### config.mk
export PLATFORM = sky130hd
export DESIGN_NAME = accumulator_unit
export DESIGN_NICKNAME = d
export VERILOG_FILES = /design/src/rtl/basic_computer_pkg.sv /design/src/rtl/accumulator_unit_outr_port.sv /design/src/rtl/accumulator_unit.sv
export SDC_FILE = /design/constraint.sdc
export NUM_CORES = 1
export LEC_CHECK = 0
export CORE_MARGIN = 1
export CORE_UTILIZATION = 55
export DETAILED_ROUTE_END_ITERATION = 6
export DONT_BUFFER_PORTS = 1
export PLACE_DENSITY = 0.7
export SLEW_MARGIN = 0
export SYNTH_ARGS = -nofsm -noshare
export SYNTH_HDL_FRONTEND = slang
export SYNTH_SLANG_ARGS = --single-unit
export TNS_END_PERCENT = 30
### constraint.sdc
create_clock -name clk -period 5.5 [get_ports clk]
set_clock_uncertainty 0.2 [all_clocks]
set_input_delay 1.65 -clock clk [delete_from_list [all_inputs] [get_ports clk]]
set_output_delay 1.65 -clock clk [all_outputs]
set_load 0.02 [all_outputs]
### src/rtl/basic_computer_pkg.sv
// -----------------------------------------------------------------------------
// basic_computer_pkg
//
// Shared definitions for the basic computer datapath:
//   - ALU operation codes as they appear in the instruction decoder
//   - datapath word widths (WORD_W for AC/memory words, CHAR_W for the
//     character-wide I/O registers)
//   - small helpers used where a word is narrowed to a character
//
// No ports (package).
// -----------------------------------------------------------------------------
package basic_computer_pkg;

    localparam int WORD_W = 16;
    localparam int CHAR_W = 8;

    // ALU operation codes. The codes the ALU does not implement are not
    // listed here and decode to "no operation" in the ALU.
    typedef enum logic [3:0] {
        ALU_AND = 4'b0001,
        ALU_ADD = 4'b0010,
        ALU_LDA = 4'b0011,
        ALU_CMA = 4'b1001,
        ALU_CME = 4'b1010,
        ALU_CIR = 4'b1011,
        ALU_CIL = 4'b1100,
        ALU_INP = 4'b1101
    } alu_op_t;

    // Low character of a datapath word; this is what OUT sends to OUTR.
    function automatic logic [CHAR_W-1:0] char_of(input logic [WORD_W-1:0] word);
        return word[CHAR_W-1:0];
    endfunction

endpackage : basic_computer_pkg

### src/rtl/accumulator_unit_outr_port.sv
// -----------------------------------------------------------------------------
// outr_port
//
// Character output register (OUTR) with its FGO ready-flag handshake and a
// sticky overrun flag.
//
//   fgo = 1 : OUTR is free, the next OUT is accepted.
//   fgo = 0 : the device still owns OUTR; an OUT is rejected and recorded
//             in outr_ovr, which only reset clears.
//
// Ports:
//   clk           in   1       system clock, rising edge
//   rst           in   1       asynchronous, active-high reset
//   outr_ld       in   1       OUT instruction strobe
//   out_ack       in   1       device has consumed OUTR
//   char_in       in   CHAR_W  character to capture (AC low byte, pre-update)
//   outr_outdata  out  CHAR_W  OUTR contents
//   fgo           out  1       OUTR free flag
//   outr_ovr      out  1       sticky overrun flag
// -----------------------------------------------------------------------------
module outr_port
    import basic_computer_pkg::*;
(
    input  logic              clk,
    input  logic              rst,
    input  logic              outr_ld,
    input  logic              out_ack,
    input  logic [CHAR_W-1:0] char_in,
    output logic [CHAR_W-1:0] outr_outdata,
    output logic              fgo,
    output logic              outr_ovr
);

    logic [CHAR_W-1:0] outr_q;
    logic              fgo_q;
    logic              ovr_q;

    logic              ld_accept;
    logic              ld_reject;
    logic              ack_take;

    // A load only succeeds against a free register. An ack only matters
    // while the device owns the register; with a simultaneous load and
    // ack on a busy register the ack frees it, but the load that arrived
    // on the same edge was still issued against a busy register and is
    // rejected.
    always_comb begin
        ld_accept = outr_ld &&  fgo_q;
        ld_reject = outr_ld && !fgo_q;
        ack_take  = out_ack && !fgo_q;
    end

    always_ff @(posedge clk or posedge rst) begin
        if (rst) begin
            outr_q <= '0;
            fgo_q  <= 1'b1;
            ovr_q  <= 1'b0;
        end else begin
            if (ld_accept) begin
                outr_q <= char_in;
                fgo_q  <= 1'b0;
            end else if (ack_take) begin
                fgo_q  <= 1'b1;
            end
            if (ld_reject) begin
                ovr_q  <= 1'b1;
            end
        end
    end

    assign outr_outdata = outr_q;
    assign fgo          = fgo_q;
    assign outr_ovr     = ovr_q;

endmodule : outr_port

### src/rtl/accumulator_unit.sv
// -----------------------------------------------------------------------------
// accumulator_unit
//
// Accumulator (AC) and E carry flip-flop of the basic computer, plus the
// register-reference micro-operations that bypass the ALU (CLA, INC, CLE),
// the skip-condition flags, and the character output register.
//
// AC next value, highest priority first: clear, load from ALU, increment,
// hold. E next value: clear, load from ALU, hold. AC and E are independent,
// so ADD/CIR/CIL update both on one edge.
//
// Build option:
//   ACCUM_OUTR_EN  defined   -> OUTR/FGO handshake (outr_port) is built.
//                  undefined -> outr_outdata=0, fgo=1, outr_ovr=0 constant;
//                               outr_ld/out_ack are ignored.
//
// Ports:
//   clk           in   1   system clock, rising edge
//   rst           in   1   asynchronous, active-high reset
//   alu_outdata   in   16  ALU result
//   e_indata      in   1   ALU next-E value
//   ff_en         in   1   load E from e_indata
//   ac_ld         in   1   load AC from alu_outdata
//   ac_clr        in   1   clear AC
//   ac_inr        in   1   increment AC (mod 2^16, E untouched)
//   e_clr         in   1   clear E
//   outr_ld       in   1   OUT: copy AC[7:0] into OUTR
//   out_ack       in   1   device consumed OUTR
//   ac_outdata    out  16  AC contents
//   e_outdata     out  1   E contents
//   ac_zero       out  1   AC == 0
//   ac_neg        out  1   AC[15]
//   ac_pos        out  1   AC[15] == 0 and AC != 0
//   e_zero        out  1   E == 0
//   outr_outdata  out  8   OUTR contents
//   fgo           out  1   OUTR free flag
//   outr_ovr      out  1   sticky OUTR overrun
// -----------------------------------------------------------------------------
module accumulator_unit
    import basic_computer_pkg::*;
(
    input  logic              clk,
    input  logic              rst,
    input  logic [WORD_W-1:0] alu_outdata,
    input  logic              e_indata,
    input  logic              ff_en,
    input  logic              ac_ld,
    input  logic              ac_clr,
    input  logic              ac_inr,
    input  logic              e_clr,
    input  logic              outr_ld,
    input  logic              out_ack,
    output logic [WORD_W-1:0] ac_outdata,
    output logic              e_outdata,
    output logic              ac_zero,
    output logic              ac_neg,
    output logic              ac_pos,
    output logic              e_zero,
    output logic [CHAR_W-1:0] outr_outdata,
    output logic              fgo,
    output logic              outr_ovr
);

    logic [WORD_W-1:0] ac_q;
    logic              e_q;
    logic [WORD_W-1:0] ac_d;
    logic              e_d;

    // INC wraps: 0xFFFF + 1 = 0x0000 with the carry discarded, so E is
    // never disturbed by INC.
    function automatic logic [WORD_W-1:0] inc_wrap(input logic [WORD_W-1:0] v);
        return v + WORD_W'(1);
    endfunction

    always_comb begin
        ac_d = ac_q;
        if (ac_clr) begin
            ac_d = '0;
        end else if (ac_ld) begin
            ac_d = alu_outdata;
        end else if (ac_inr) begin
            ac_d = inc_wrap(ac_q);
        end
    end

    always_comb begin
        e_d = e_q;
        if (e_clr) begin
            e_d = 1'b0;
        end else if (ff_en) begin
            e_d = e_indata;
        end
    end

    always_ff @(posedge clk or posedge rst) begin
        if (rst) begin
            ac_q <= '0;
            e_q  <= 1'b0;
        end else begin
            ac_q <= ac_d;
            e_q  <= e_d;
        end
    end

    // Skip-condition flags straight off the registers: a test issued the
    // cycle after an update already sees the new value.
    always_comb begin
        ac_zero = (ac_q == '0);
        ac_neg  = ac_q[WORD_W-1];
        ac_pos  = !ac_q[WORD_W-1] && (ac_q != '0);
        e_zero  = !e_q;
    end

    assign ac_outdata = ac_q;
    assign e_outdata  = e_q;

`ifdef ACCUM_OUTR_EN
    // OUTR is fed from the registered AC, i.e. the value before any AC
    // update happening on the same edge.
    outr_port u_outr_port (
        .clk          (clk),
        .rst          (rst),
        .outr_ld      (outr_ld),
        .out_ack      (out_ack),
        .char_in      (char_of(ac_q)),
        .outr_outdata (outr_outdata),
        .fgo          (fgo),
        .outr_ovr     (outr_ovr)
    );
`else
    // Output port absent: the device always sees a free, empty register.
    logic unused_outr_ctl;
    assign unused_outr_ctl = outr_ld ^ out_ack;

    assign outr_outdata = '0;
    assign fgo          = 1'b1;
    assign outr_ovr     = 1'b0;
`endif

endmodule : accumulator_unit

Word level (Yosys, flattened, before mapping)
Cells that the tools add are included.
{"block": "totals", "out_inout_bits": 31, "in_bits": 26, "regBits": 17, "word_cells": 15}
{"block": "op_classes", "n_reduce_logical": 7, "muxes": 5, "n_addsub": 1}
{"op": "two-way mux 16 bit", "count": 3}
{"op": "adder 16 x 1 -> 16 bit (second input constant)", "count": 1}
{"op": "logical NOT 16 bit", "count": 1}
{"op": "nonzero test 16 bit", "count": 1}
{"op": "nonzero test 3 bit", "count": 1}
{"op": "logical NOT 1 bit", "count": 2}
{"op": "two-way mux 1 bit", "count": 2}
{"op": "nonzero test 2 bit", "count": 1}
{"op": "logical AND 1 bit", "count": 1}

Logic depth before layout (Yosys ltp)
{"block": "logic_depth", "ltp_word": 4, "ltp_mapped": 5, "mapped_depth_nobuf": 5}

Worst setup path after synthesis
No wires, ideal clock.
{"block": "synth_path", "path_type": "reg-to-output", "startpoint": "register ac_q[0] (netlist: ac_outdata[0])", "endpoint": "output ac_pos", "setup_slack_ns": 2.170, "arrival_ns": 1.480, "n_path_buf": 0, "t_required_ns": 3.650, "stages_incl_launch_ff": 6, "path_cell_list": "dfrtp_1 -> inv_1 -> ha_1 -> nor4b_1 -> and4_1 -> nor2_1"}
{"block": "synth_between", "elab_chain_len": 2}
{"item": "start: declaration", "line": "accumulator_unit.sv:64", "rtl": "logic [WORD_W-1:0] ac_q;"}
{"item": "start signal: assignment", "line": "accumulator_unit.sv:97", "rtl": "ac_q <= '0;"}
{"item": "start signal: assignment", "line": "accumulator_unit.sv:100", "rtl": "ac_q <= ac_d;"}
{"item": "nonzero test 16 bit", "line": "accumulator_unit.sv:110", "rtl": "ac_pos = !ac_q[WORD_W-1] && (ac_q != '0);"}
{"item": "logical AND 1 bit", "line": "accumulator_unit.sv:110"}
{"item": "end: declaration", "line": "accumulator_unit.sv:57", "rtl": "output logic ac_pos,"}
Every way passes these cells.

Worst setup path after layout
Same ends and word-level chain as after synthesis.

==> run metrics <==
Core Region=2190 sq um; highest-delay cell along the critical path=dfrtp_1; Slew Viols, Final=0; largest family of logic cells by synthesized area=simple AND/OR/NAND/NOR gates; worst hold path class=reg -> reg; Skew-Pair Late Insertion Delay=0.29 ns; synth unique cells=36; worst-margin pin slew=0.662 ns; top post-synthesis cells by area=dfrtp_1 (34%), buf_4 (7.1%), nor2_1 (5.6%), nor4_1 (4.4%), o41a_1 (4.4%); switching power total=93.3 uW; top-count cell post-synth=nor2_1; fraction of layout cells with a size suffix above 1=5.15%; dpl cells=160; Post-CTS Setup Bufs=0; largest net degree at the start of global routing=21; Lkg Pwr=0.000473 uW; area share of the largest cell type after synthesis=33.6%; Final #Nets=165; routed wire length per instance=16.2 um; DR vias=1033; Crit path largest cell delay=0.57 ns; Die Width=50.0 um; worst path arrival time=1.88 ns; Synth Area in Adders=1.98%; CP top delay family=simple AND/OR/NAND/NOR gates; Cells on Worst Hold Path=2; final worst slack=1.77 ns; worst IR drop on VDD=0.000112 V; Synth Area in Simple Gates=27.0%; DRC viols=0; Ys Warns=0; Synth Area in Compound Gates=18.7%; Post-synth EDFFs=0; Reg2Reg Depth=4; # H-tree levels=1; MaxCap Viol Count=0; initial drt markers=30; minimum clock period=3.73 ns; # clock sinks=17; Worst path depth=5; Die Span Y=50.0 um; critical path class=reg -> out; total power=270 uW; RSZ-0062 raised after global routing=no; Setup crit start kind=register; Area Overhead vs Synth=-4.15%; initial core utilization=57.8%; grt total ovfl=0; Buf/Inv on CP=1; crit-path cells=inv_1 -> ha_1 -> nor4b_1 -> and4_1 -> nor2_1; CTS max path bufs=2; post-CTS sizing=0; CTS tree=done; Root Driver=clkbuf_4; post-place setup slack=2.08 ns; Die ar.=2500 sq um; Synth Instances=146; Mapped Area=1270 sq um; PD cells=222 nW/um^2; most frequent cells after synthesis=nor2_1 (19), dfrtp_1 (17), buf_4 (12); drt via density=6.30; Num CTS Buffers=3; IO Port Bufs=0; leading area contributor after synthesis=dfrtp_1; fmax=268 MHz; Final ANT Viol Nets=0; register area share after synthesis=33.6%; Pint=177 uW; number of global-route vias before repair=967; post-synthesis mux area share=1.68%; Main synth FF type=dfrtp_1; Post-CTS Hold Fix Bufs=0; Ant. Diodes=0; Tcrit/Tclk final=67.9%; CP max FO=6; Clock Pin Slew Worst Setup and Hold Paths=0.11 ns; Crit path required time=3.65 ns; status=finished clean; combinational fraction of design power=14.5%; fraction of registers with async set/reset=100%; cell row count=17; Final setup viols=0; final WL=2660 um; Layout Cells excl Fill=164; initial antenna violation count=0; hpwl dp=1830 um; Sw Ratio=34.6%; Sum Neg Setup Slack=0 ns; GRT Util Overall=22.9%; DRT Pass-1 Iters=4; Reg power frac=59.4%; endpoints failing hold=0; Seq cells post-synth=17; Rel. slew slack=55.8%; synthesized-area fraction occupied by xor and xnor cells=2.77%; IO Count=57; synthesized area per cell=8.67 sq um; CP Capture Type=primary output; clock share of power=26.1%; first-pass GRT wire length=4350 um; GPL Wtd Cong=0.776
## path summary, 6_finish.rpt
check	slack, ns	endpoint	start
max in group asynchronous	3.55	ac_outdata[6]	rst
worst min register to register	0.52	e_outdata	e_outdata
worst min-delay path	0.52	e_outdata	e_outdata
worst max register to register	3.36	ac_outdata[12]	ac_outdata[0]
min in group asynchronous	1.11	ac_outdata[9]	rst
worst max-delay path	1.77	ac_pos	ac_outdata[0]
## power groups by stage
| stage | Sequential (uW) | Combinational (uW) | Clock (uW) |
|---|---|---|---|
| after detailed placement | 163 | 39.3 | 0 |
| after global routing | 162 | 44.7 | 76.5 |
| after global placement | 162 | 38.2 | 0 |
| after floorplan | 156 | 48.7 | 0 |
| final | 160 | 39.2 | 70.4 |
| after CTS | 160 | 39.5 | 71.4 |
## sequential cells by signal (all words and copies together), names as in the netlist
signal and flops:
ac_outdata 16, e_outdata 1
## layer usage
layer	part of all wire, %	wire length, um	up-vias	global-route usage (%)
met3	7.3	193	5	5.56
li1	-	-	497	-
met2	44	1170	53	35.6
met1	47	1250	478	29.9
met4	1.6	42	0	9.52
met5	0	0	-	0
## worst min-delay path: stages, from the launching register on
cell and delay, ns:
dfrtp_1 0.49, mux2i_1 0.11, nor2_1 0.09
## area by class of cell
cell class	count	area [sq um]
Inverter	8	30.0
Multi-Input combinational cell	107	697
Tap cell	28	35.0
Sequential cell	17	425
Clock buffer	4	26.3
Fill cell	207	977
## cells in the final DEF, fill, tap and decap left out, types with 2 or more instances in the layout
cell type  netlist  final
conb_1           2     10
a2111oi_1        5      5
nand4_2          2      2
or3_1            2      2
nor4_1           9      9
nand2_1          9      9
clkbuf_4         0      3
or4_1            2      2
nor2_1          19     19
nor2b_1          5      5
a311oi_1         3      3
o21ai_0          2      2
nand3_1          3      3
o31a_1           3      3
a21oi_1          3      3
dfrtp_1         17     17
ha_1             2      2
o41a_1           5      5
a211oi_1         3      3
xor2_1           4      4
inv_1            8      8
nand4_1          5      5
## through the flow
step                hold WS [ns]  utilization, %  area [sq um]
global route               0.576            55.4          1210
floorplan                  0.448               -          1300
global placement           0.473            54.2          1190
CTS                        0.527            55.4          1210
finish                     0.522            55.4          1210
detailed placement         0.502            54.2          1190
## cell families after synthesis
group,after synthesis
simple gates,61
buf+inv,30
compound gates,28
flops,17
xor+xnor,4
fa+ha+maj,2
other cells,2
mux,2
Note: power is estimated with default switching activity, not from simulation.
